--- src/rtl/m1_ifetch_wra.sv ---
// AHB master wrapper for the instruction-fetch port (M1): one single-word
// NONSEQ read per core fetch, with the core stalled until the word returns.
module m1_ifetch_wra #(
  parameter int unsigned         ADDR_W   = 32,
  parameter int unsigned         DATA_W   = 32,
  parameter logic [DATA_W-1:0]   NOP_INST = DATA_W'(32'h0000_0013)
) (
  input  logic              clk,
  input  logic              rst,
  input  logic              cpu_req,
  input  logic [ADDR_W-1:0] cpu_addr,
  input  logic              cpu_flush,
  output logic              cpu_stall,
  output logic              inst_valid,
  output logic [DATA_W-1:0] cpu_inst,
  output logic              fetch_err,
  output logic              HBUSREQ_M1,
  input  logic              HGRANT_M1,
  output logic [ADDR_W-1:0] HADDR_M1,
  output logic [1:0]        HTRANS_M1,
  output logic [2:0]        HSIZE_M1,
  output logic              HWRITE_M1,
  output logic [DATA_W-1:0] HWDATA_M1,
  input  logic [DATA_W-1:0] HRDATA,
  input  logic              HREADY,
  input  logic [1:0]        HRESP
);

  localparam int unsigned WADDR_W    = ADDR_W - 2;
  localparam logic [1:0]  TRANS_IDLE = 2'b00;
  localparam logic [1:0]  TRANS_NSEQ = 2'b10;
  localparam logic [1:0]  RESP_OKAY  = 2'b00;
  localparam logic [2:0]  SIZE_WORD  = 3'b010;

  typedef enum logic [2:0] {
    ST_IDLE  = 3'd0,
    ST_REQ   = 3'd1,
    ST_ADDR  = 3'd2,
    ST_DATA  = 3'd3,
    ST_MISAL = 3'd4
  } state_t;

  state_t              r_state;
  state_t              w_next;
  logic [WADDR_W-1:0]  r_addr_q;
  logic                r_flush_q;
  logic                r_inst_valid;
  logic                r_fetch_err;
  logic [DATA_W-1:0]   r_cpu_inst;

  logic                w_addr_load;
  logic                w_flush_d;
  logic                w_iv_set;
  logic                w_err_set;
  logic                w_inst_load;
  logic [DATA_W-1:0]   w_inst_val;
  logic [ADDR_W-1:0]   w_haddr;

  assign w_haddr    = {r_addr_q, 2'b00};
  assign HSIZE_M1   = SIZE_WORD;
  assign HWRITE_M1  = 1'b0;
  assign HWDATA_M1  = '0;
  assign inst_valid = r_inst_valid;
  assign fetch_err  = r_fetch_err;
  assign cpu_inst   = r_cpu_inst;

  // State register and core-facing result registers
  always_ff @(posedge clk or negedge rst) begin
    if (!rst) begin
      r_state      <= ST_IDLE;
      r_addr_q     <= '0;
      r_flush_q    <= 1'b0;
      r_inst_valid <= 1'b0;
      r_fetch_err  <= 1'b0;
      r_cpu_inst   <= NOP_INST;
    end else begin
      r_state      <= w_next;
      r_flush_q    <= w_flush_d;
      r_inst_valid <= w_iv_set;
      r_fetch_err  <= w_err_set;
      if (w_addr_load) r_addr_q   <= cpu_addr[ADDR_W-1:2];
      if (w_inst_load) r_cpu_inst <= w_inst_val;
    end
  end

  // Next state, bus-phase outputs and result updates
  always_comb begin
    w_next      = r_state;
    cpu_stall   = 1'b0;
    HBUSREQ_M1  = 1'b0;
    HTRANS_M1   = TRANS_IDLE;
    HADDR_M1    = '0;
    w_addr_load = 1'b0;
    w_flush_d   = r_flush_q;
    w_iv_set    = 1'b0;
    w_err_set   = 1'b0;
    w_inst_load = 1'b0;
    w_inst_val  = NOP_INST;
    case (r_state)
      ST_IDLE: begin
        w_flush_d = 1'b0;
        // The inst_valid cycle itself never accepts; the core re-requests next cycle.
        if (cpu_req && !cpu_flush && !r_inst_valid) begin
          cpu_stall   = 1'b1;
          w_addr_load = 1'b1;
          if (cpu_addr[1:0] != 2'b00) begin
            w_next      = ST_MISAL;
            w_iv_set    = 1'b1;
            w_err_set   = 1'b1;
            w_inst_load = 1'b1;
          end else begin
            w_next = ST_REQ;
          end
        end
      end
      ST_REQ: begin
        cpu_stall  = 1'b1;
        HBUSREQ_M1 = 1'b1;
        if (cpu_flush)                  w_next = ST_IDLE;
        else if (HGRANT_M1 && HREADY)   w_next = ST_ADDR;
      end
      ST_ADDR: begin
        cpu_stall  = 1'b1;
        HBUSREQ_M1 = 1'b1;
        HTRANS_M1  = TRANS_NSEQ;
        HADDR_M1   = w_haddr;
        if (cpu_flush) w_flush_d = 1'b1;
        if (HREADY)    w_next    = ST_DATA;
      end
      ST_DATA: begin
        cpu_stall = 1'b1;
        HADDR_M1  = w_haddr;
        if (cpu_flush) w_flush_d = 1'b1;
        if (HREADY) begin
          w_next = ST_IDLE;
          // A flushed transfer still completes on the bus but is not delivered.
          if (!(r_flush_q || cpu_flush)) begin
            w_iv_set    = 1'b1;
            w_inst_load = 1'b1;
            if (HRESP == RESP_OKAY) w_inst_val = HRDATA;
            else                    w_err_set  = 1'b1;
          end
        end
      end
      ST_MISAL: begin
        w_next = ST_IDLE;
      end
      default: begin
        w_next = ST_IDLE;
      end
    endcase
  end

endmodule

--- config.mk ---
export PLATFORM = sky130hd
export DESIGN_NAME = m1_ifetch_wra
export DESIGN_NICKNAME = d
export VERILOG_FILES = /design/src/rtl/m1_ifetch_wra.sv
export SDC_FILE = /design/constraint.sdc
export NUM_CORES = 1
export LEC_CHECK = 0
export CELL_PAD_IN_SITES_DETAIL_PLACEMENT = 1
export CELL_PAD_IN_SITES_GLOBAL_PLACEMENT = 1
export CORE_MARGIN = 8
export CORE_UTILIZATION = 25
export DETAILED_ROUTE_END_ITERATION = 16
export GPL_TIMING_DRIVEN = 0
export PLACE_DENSITY = 0.68
export SLEW_MARGIN = 20
export SYNTH_ARGS = -nofsm -noshare
export SYNTH_HDL_FRONTEND = slang
export SYNTH_SLANG_ARGS = --single-unit
--- constraint.sdc ---
create_clock -name clk -period 2 [get_ports clk]
set_input_delay 0.5 -clock clk [delete_from_list [all_inputs] [get_ports clk]]
set_output_delay 0.5 -clock clk [all_outputs]
set_load 0.05 [all_outputs]
# [Word-level counts from Yosys, hierarchy flattened]
# Index checks and enable logic that the tools add are counted.
[op_classes] eq_ne=8 muxes=28 reduce_logical=15
[op_table] operator="32-bit 2-to-1 mux" n=5
[op_table] operator="3-bit 2-to-1 mux" n=6
[op_table] operator="3-bit one-hot mux with 4 select lines" n=1
[op_table] operator="1-bit 2-to-1 mux" n=11
[op_table] operator="1-bit one-hot mux with 2 select lines" n=4
[op_table] operator="3-bit by 2-bit == test with 1-bit output, second input constant" n=2
[op_table] operator="2-bit != test, second input constant" n=3
[op_table] operator="4-bit AND reduction" n=1
[op_table] operator="2-bit nonzero test" n=2
[op_table] operator="2-bit OR reduction" n=2
[op_table] operator="3-bit by 1-bit == test with 1-bit output, second input constant" n=1
[op_table] operator="1-bit logical AND" n=3
[op_table] operator="3-bit zero test" n=1
[op_table] operator="3-bit != test, second input constant" n=1
[op_table] operator="3-bit OR reduction" n=1
[op_table] operator="1-bit zero test" n=2
[op_table] operator="2-bit zero test" n=1
[op_table] operator="2-bit 2-to-1 mux" n=1
[op_table] operator="2-bit by 1-bit != test with 1-bit output, second input constant" n=1
[op_table] operator="2-bit AND reduction" n=1
[op_table] operator="1-bit logical OR" n=1
[totals] ff_bits=68 in_bits=72 output_inout_bits=106 word_cells=57

# [Depth between registers and ports, before layout]
[logic_depth] ltp_word=5 depth_mapped=6 ltp_nobuf=3

# [Least setup slack after synthesis]
# Ideal clock, no wire load.
[synth_timing] kind="register to output" startpoint="reg r_inst_valid, in the netlist inst_valid" endpoint="out cpu_stall" t_arrival_ns=1.540 required_ns=1.500 path_slack_ns=-0.040 path_stages_with_launch=4 path_buffers=0 cell_sequence="dfrtp_1 nor3b_1 nor3_1 nor2_1"
[synth_between] elab_chain_len=4
[synth_lines] element="from (decl)" line_no="47" source="logic r_inst_valid;"
[synth_lines] element="from (signal assigned)" line_no="79" source="r_inst_valid <= w_iv_set;"
[synth_lines] element="1-bit zero test" line_no="103" source="if (cpu_req && !cpu_flush && !r_inst_valid) begin"
[synth_lines] element="1-bit logical AND" line_no="103"
[synth_lines] element="1-bit 2-to-1 mux" line_no="103"
[synth_lines] element="1-bit one-hot mux with 2 select lines" line_no="99" source="case (r_state)"
[synth_lines] element="to (decl)" line_no="13" source="output logic cpu_stall,"
# No other way between the ends.

# [Worst setup path in the final report]
[layout_timing] startpoint="reg r_state[1]" endpoint="out HADDR_M1[27]"
[layout_between] elab_chain_len=3 elab_cells_between_ends=4 classes_between="eq/ne (2); mux (1); reduce/logical (1)"
[layout_lines] element="from (decl)" line_no="43" source="state_t r_state;"
[layout_lines] element="from (signal assigned)" line_no="77" source="r_state <= w_next;"
[layout_lines] element="3-bit by 2-bit == test with 1-bit output" line_no="99"
[layout_lines] element="2-bit OR reduction (no line) *"
[layout_lines] element="32-bit 2-to-1 mux *" line_no="99"
[layout_lines] element="to (decl)" line_no="19" source="output logic [ADDR_W-1:0] HADDR_M1,"
# Every way passes the cells marked *; elsewhere a longest branch is shown, timed or not.

==> impl_results.html <==
<table>
<tr><th>Metric</th><th>Value</th></tr>
<tr><th colspan="2">Run status</th></tr>
<tr><td>Result of the run</td><td>completed</td></tr>
<tr><th colspan="2">Power and ir drop</th></tr>
<tr><td>Peak VDD IR</td><td>between 300 and 400 uV</td></tr>
<tr><td>LEAKAGE</td><td>3.09 nW</td></tr>
<tr><td>Power Density</td><td>about 900 nW/um^2</td></tr>
<tr><th colspan="2">STA</th></tr>
<tr><td>Final WS setup</td><td>~0.032 ns</td></tr>
<tr><td>Time the worst path needs with I/O delays and setup</td><td>between 1.5 and 2 ns</td></tr>
<tr><td>Unrepaired setup endpoints after global routing</td><td>yes</td></tr>
<tr><td>Least-Margin Pin Slew</td><td>just under 0.8 ns</td></tr>
<tr><td>FMAX</td><td>about 500 MHz</td></tr>
<tr><td>Final Slew Violations</td><td>0</td></tr>
<tr><td>Total of endpoints with negative setup slack in the final report</td><td>0</td></tr>
<tr><td>Clock Skews</td><td>between 0.004 and 0.005 ns</td></tr>
<tr><td>Max-slew headroom at the worst pin</td><td>around 48%</td></tr>
<tr><td>Final clock period utilization by the worst path</td><td>98.4%</td></tr>
<tr><td>Setup Total Neg Slack</td><td>0 ns</td></tr>
<tr><td>Number of failing hold endpoints at the final stage</td><td>0</td></tr>
<tr><th colspan="2">Logic synthesis</th></tr>
<tr><td>Top-count cell post-synth</td><td>sky130_fd_sc_hd__dfrtp_1</td></tr>
<tr><td>Async set or reset register ratio after synthesis</td><td>100%</td></tr>
<tr><td>Synthesis warning total</td><td>0</td></tr>
<tr><td>Cell types occupying the most area after synthesis</td><td>sky130_fd_sc_hd__dfrtp_1, sky130_fd_sc_hd__mux2i_1, sky130_fd_sc_hd__buf_4</td></tr>
<tr><td>Post-synthesis cell type with the largest combined area</td><td>sky130_fd_sc_hd__dfrtp_1</td></tr>
<tr><td>Avg Cell Area, Syn</td><td>11.1 sq um</td></tr>
<tr><td>Instance count of the mapped netlist</td><td>around 320</td></tr>
<tr><td>Sequential cell area fraction in the yosys report</td><td>between 40% and 50%</td></tr>
<tr><td>Fraction of post-synthesis cell area in the top cell type by area</td><td>around 46%</td></tr>
<tr><td>Cell types with the highest counts after synthesis</td><td>sky130_fd_sc_hd__dfrtp_1, sky130_fd_sc_hd__buf_4, sky130_fd_sc_hd__nand2_1</td></tr>
<tr><td>Number of enable-type register cells in the synthesized netlist</td><td>0</td></tr>
<tr><td>FF+latch count, synth</td><td>between 60 and 70</td></tr>
<tr><td>Predominant post-synthesis flop cell</td><td>sky130_fd_sc_hd__dfrtp_1</td></tr>
<tr><td>Area of the mapped netlist</td><td>3570 sq um</td></tr>
<tr><td>Number of distinct library cells after synthesis</td><td>31</td></tr>
<tr><th colspan="2">Finish</th></tr>
<tr><td>Share of post-route cells with drive strength above 1</td><td>between 30% and 40%</td></tr>
<tr><td>Final standard cell count with taps included and fillers excluded</td><td>700</td></tr>
<tr><td>Number of fillers in the final layout</td><td>1537</td></tr>
<tr><td>Area added between synthesis and finish</td><td>72.1%</td></tr>
<tr><td>Final antenna diode count</td><td>0</td></tr>
<tr><td>Final Net Count</td><td>between 500 and 600</td></tr>
<tr><th colspan="2">Critical path</th></tr>
<tr><td>R2R setup slack</td><td>about 0.050 ns</td></tr>
<tr><td>CP Max Fanout</td><td>8</td></tr>
<tr><td>Nature of the critical path endpoint</td><td>output port</td></tr>
<tr><td>Number of cells traversed by the worst register-to-register path</td><td>6</td></tr>
<tr><td>Category of the critical setup timing path</td><td>flip-flop to output port</td></tr>
<tr><td>Data arrival time at the worst-slack endpoint</td><td>1.47 ns</td></tr>
<tr><td>Reg-to-Reg End</td><td>cpu_inst[15]</td></tr>
<tr><td>Launching instance or port of the critical path</td><td>r_state[1]</td></tr>
<tr><td>Category of the worst setup path launch point</td><td>flip-flop</td></tr>
<tr><td>Startpoint of the lowest-slack register-to-register path</td><td>r_state[2]</td></tr>
<tr><td>Required time at the worst-slack endpoint</td><td>1.50 ns</td></tr>
<tr><th colspan="2">Floorplan</th></tr>
<tr><td>Die area</td><td>18400 sq um</td></tr>
<tr><td>I/O pin cnt</td><td>around 180</td></tr>
<tr><td>Die Ht</td><td>around 140 um</td></tr>
<tr><td>Overall die width</td><td>around 140 um</td></tr>
<tr><td>Core area</td><td>between 10000 and 15000 sq um</td></tr>
<tr><td>Number of cell rows</td><td>43</td></tr>
<tr><td>Initial cell density of the core</td><td>25.6%</td></tr>
<tr><th colspan="2">Route</th></tr>
<tr><td>Antenna-violating nets left</td><td>0</td></tr>
<tr><td>Via count</td><td>approximately 3000</td></tr>
<tr><td>Vias per cell</td><td>between 4 and 5</td></tr>
<tr><td>Detailed-route wire length</td><td>~12000 um</td></tr>
<tr><td>Drt initial violations</td><td>113</td></tr>
<tr><td>Wirelength per Cell</td><td>roughly 18 um</td></tr>
<tr><td>Drt drc</td><td>0</td></tr>
<tr><td>Pre-Repair DR Iteration Count</td><td>4</td></tr>
<tr><th colspan="2">Clock network</th></tr>
<tr><td>Clk_lat worst skew</td><td>between 0.3 and 0.4 ns</td></tr>
<tr><td>Clock tree from TritonCTS</td><td>built</td></tr>
<tr><td>Clock input transition at the sequential cells of the worst setup and hold paths</td><td>approximately 0.06 ns</td></tr>
<tr><td>Number of CTS-inserted buffers</td><td>9</td></tr>
<tr><td>Htree depth</td><td>3</td></tr>
<tr><td>Post-CTS Hold Fix Bufs</td><td>0</td></tr>
<tr><td>CTS max path bufs</td><td>2</td></tr>
<tr><td>Clock root cell</td><td>sky130_fd_sc_hd__clkbuf_16</td></tr>
<tr><td>Clock Sink Count</td><td>just under 70</td></tr>
<tr><th colspan="2">Global routing</th></tr>
<tr><td>Wire length of the first global-routing pass</td><td>between 15000 and 20000 um</td></tr>
<tr><td>Antenna violations before repair</td><td>0</td></tr>
<tr><td>Grt met2 use</td><td>23.3%</td></tr>
<tr><td>Total global-route track usage</td><td>~13%</td></tr>
<tr><td>Global-route layer with the greatest usage</td><td>met2</td></tr>
<tr><td>Met3 track demand over resource</td><td>between 3 and 4%</td></tr>
<tr><td>Pin count of the biggest net entering global routing</td><td>52</td></tr>
<tr><td>Global-route met1 utilization</td><td>between 10% and 20%</td></tr>
<tr><td>Number of global-route vias before repair</td><td>about 3500</td></tr>
<tr><td>Congestion Overflow GR</td><td>0</td></tr>
<tr><th colspan="2">Placement</th></tr>
<tr><td>Instance count after placement with tap cells included</td><td>678</td></tr>
<tr><td>Post-placement worst setup slack</td><td>-0.694 ns</td></tr>
<tr><td>Placer Congestion</td><td>between 0.7 and 0.8</td></tr>
<tr><td>Port bufs</td><td>138</td></tr>
<tr><td>Detailed placement HPWL</td><td>between 9000 and 10000 um</td></tr>
<tr><th colspan="2">Flow run</th></tr>
<tr><td>Number of max-capacitance violations reported</td><td>0</td></tr>
<tr><th colspan="2">Worst hold path</th></tr>
<tr><td>Worst hold path class</td><td>input port to async pin</td></tr>
</table>
==> final cells by class <==
type                    instances  area, sq um  area share, %
inverters                       1         3.75         0.0610
clock inverters                 2         10.0          0.163
clock buffers                  13          260           4.23
repair buffers                148         1660           27.0
well taps                     180          225           3.66
plain buffers                  62          488           7.93
multi-input cells             226         1800           29.2
flip-flops and latches         68         1710           27.8
==> sequential cells by signal, summed over array words and instances (netlist names) <==
signal and cells:
inst_valid 1, r_flush_q 1, fetch_err 1, r_state 3, r_addr_q 30, cpu_inst 32
==> timing repair <==
| item | in CTS | in global routing |
|---|---|---|
| buffers inserted | 4 | 1 |
| pin swaps | 2 | 33 |
| resized for setup | 319 | 72 |
| endpoints found under the setup margin | 94 | 88 |
| cloned | 3 | 2 |
==> logic make-up after synthesis <==
family,share of synthesized area [%]
AOI/OAI and AO/OA,7.91
xor gates and xnor gates,0.490
buffers and inverters,12.5
DFF,47.7
muxes,18.4
other,0.210
and+or+nand+nor,12.7
==> worst max-delay path, cell delays in order (launching register included) <==
cell	delay [ns]
sky130_fd_sc_hd__dfrtp_1	0.39
sky130_fd_sc_hd__nor2b_4	0.18
sky130_fd_sc_hd__buf_12	0.15
sky130_fd_sc_hd__buf_8	0.12
sky130_fd_sc_hd__and2_4	0.15
sky130_fd_sc_hd__buf_8	0.14
==> worst max path at each step <==
stage                   end  slack [ns]  depth (start not counted)
2_1_floorplan  HTRANS_M1[1]        0.14                          3
3_3_place_gp   cpu_inst[11]       -2.08                          1
3_5_place_dp      cpu_stall       -0.69                          5
4_1_cts         HADDR_M1[7]       -0.14                          7
5_1_grt        HADDR_M1[27]       -0.06                          5
6_report       HADDR_M1[27]        0.03                          5
==> report_power, final <==
| group | internal [mW] | switching (mW) | leakage (nW) | total (mW) |
|---|---|---|---|---|
| logic | 0.997 | 1.16 | 2.09 | 2.15 |
| clock network | 0.896 | 0.563 | 0.135 | 1.46 |
| registers | 1.71 | 0.183 | 0.866 | 1.89 |
| total | 3.60 | 1.90 | 3.09 | 5.51 |
==> placed cells by master (no fill, tap or decap), types with 4 or more instances in the layout <==
cell	Yosys	final
sky130_fd_sc_hd__buf_4	41	43
sky130_fd_sc_hd__clkbuf_16	0	11
sky130_fd_sc_hd__o21ai_0	4	4
sky130_fd_sc_hd__nand2_1	33	32
sky130_fd_sc_hd__mux2i_1	32	32
sky130_fd_sc_hd__clkbuf_1	13	8
sky130_fd_sc_hd__buf_2	4	4
sky130_fd_sc_hd__clkdlybuf4s50_1	0	67
sky130_fd_sc_hd__dfrtp_1	65	64
sky130_fd_sc_hd__nor2_1	6	4
sky130_fd_sc_hd__mux2_2	21	21
sky130_fd_sc_hd__and2_4	0	30
sky130_fd_sc_hd__dlygate4sd2_1	0	34
sky130_fd_sc_hd__buf_6	6	7
sky130_fd_sc_hd__o31ai_2	0	4
sky130_fd_sc_hd__o31ai_4	0	9
sky130_fd_sc_hd__buf_8	0	37
sky130_fd_sc_hd__o31ai_1	29	16
sky130_fd_sc_hd__conb_1	2	39
sky130_fd_sc_hd__mux2_1	9	9
==> layer usage <==
layer | up-vias | wire (um)
li1 | 1424 | -
met3 | 16 | 731
met1 | 1495 | 4850
met2 | 84 | 6440
met5 | - | 0
met4 | 0 | 274
==> stage by stage <==
step           util, %  hold WS (ns)  total power [mW]  instance area [sq um]
2_1_floorplan        -         0.204              3.05                   3710
4_1_cts           42.1        0.0456              5.41                   5870
3_5_place_dp      38.4         0.404              3.66                   5350
5_1_grt           44.1        0.0500              5.82                   6150
3_3_place_gp      38.2         0.466              3.59                   5320
6_report          44.1        0.0491              5.51                   6150
Power figures use the tool's default switching activity.
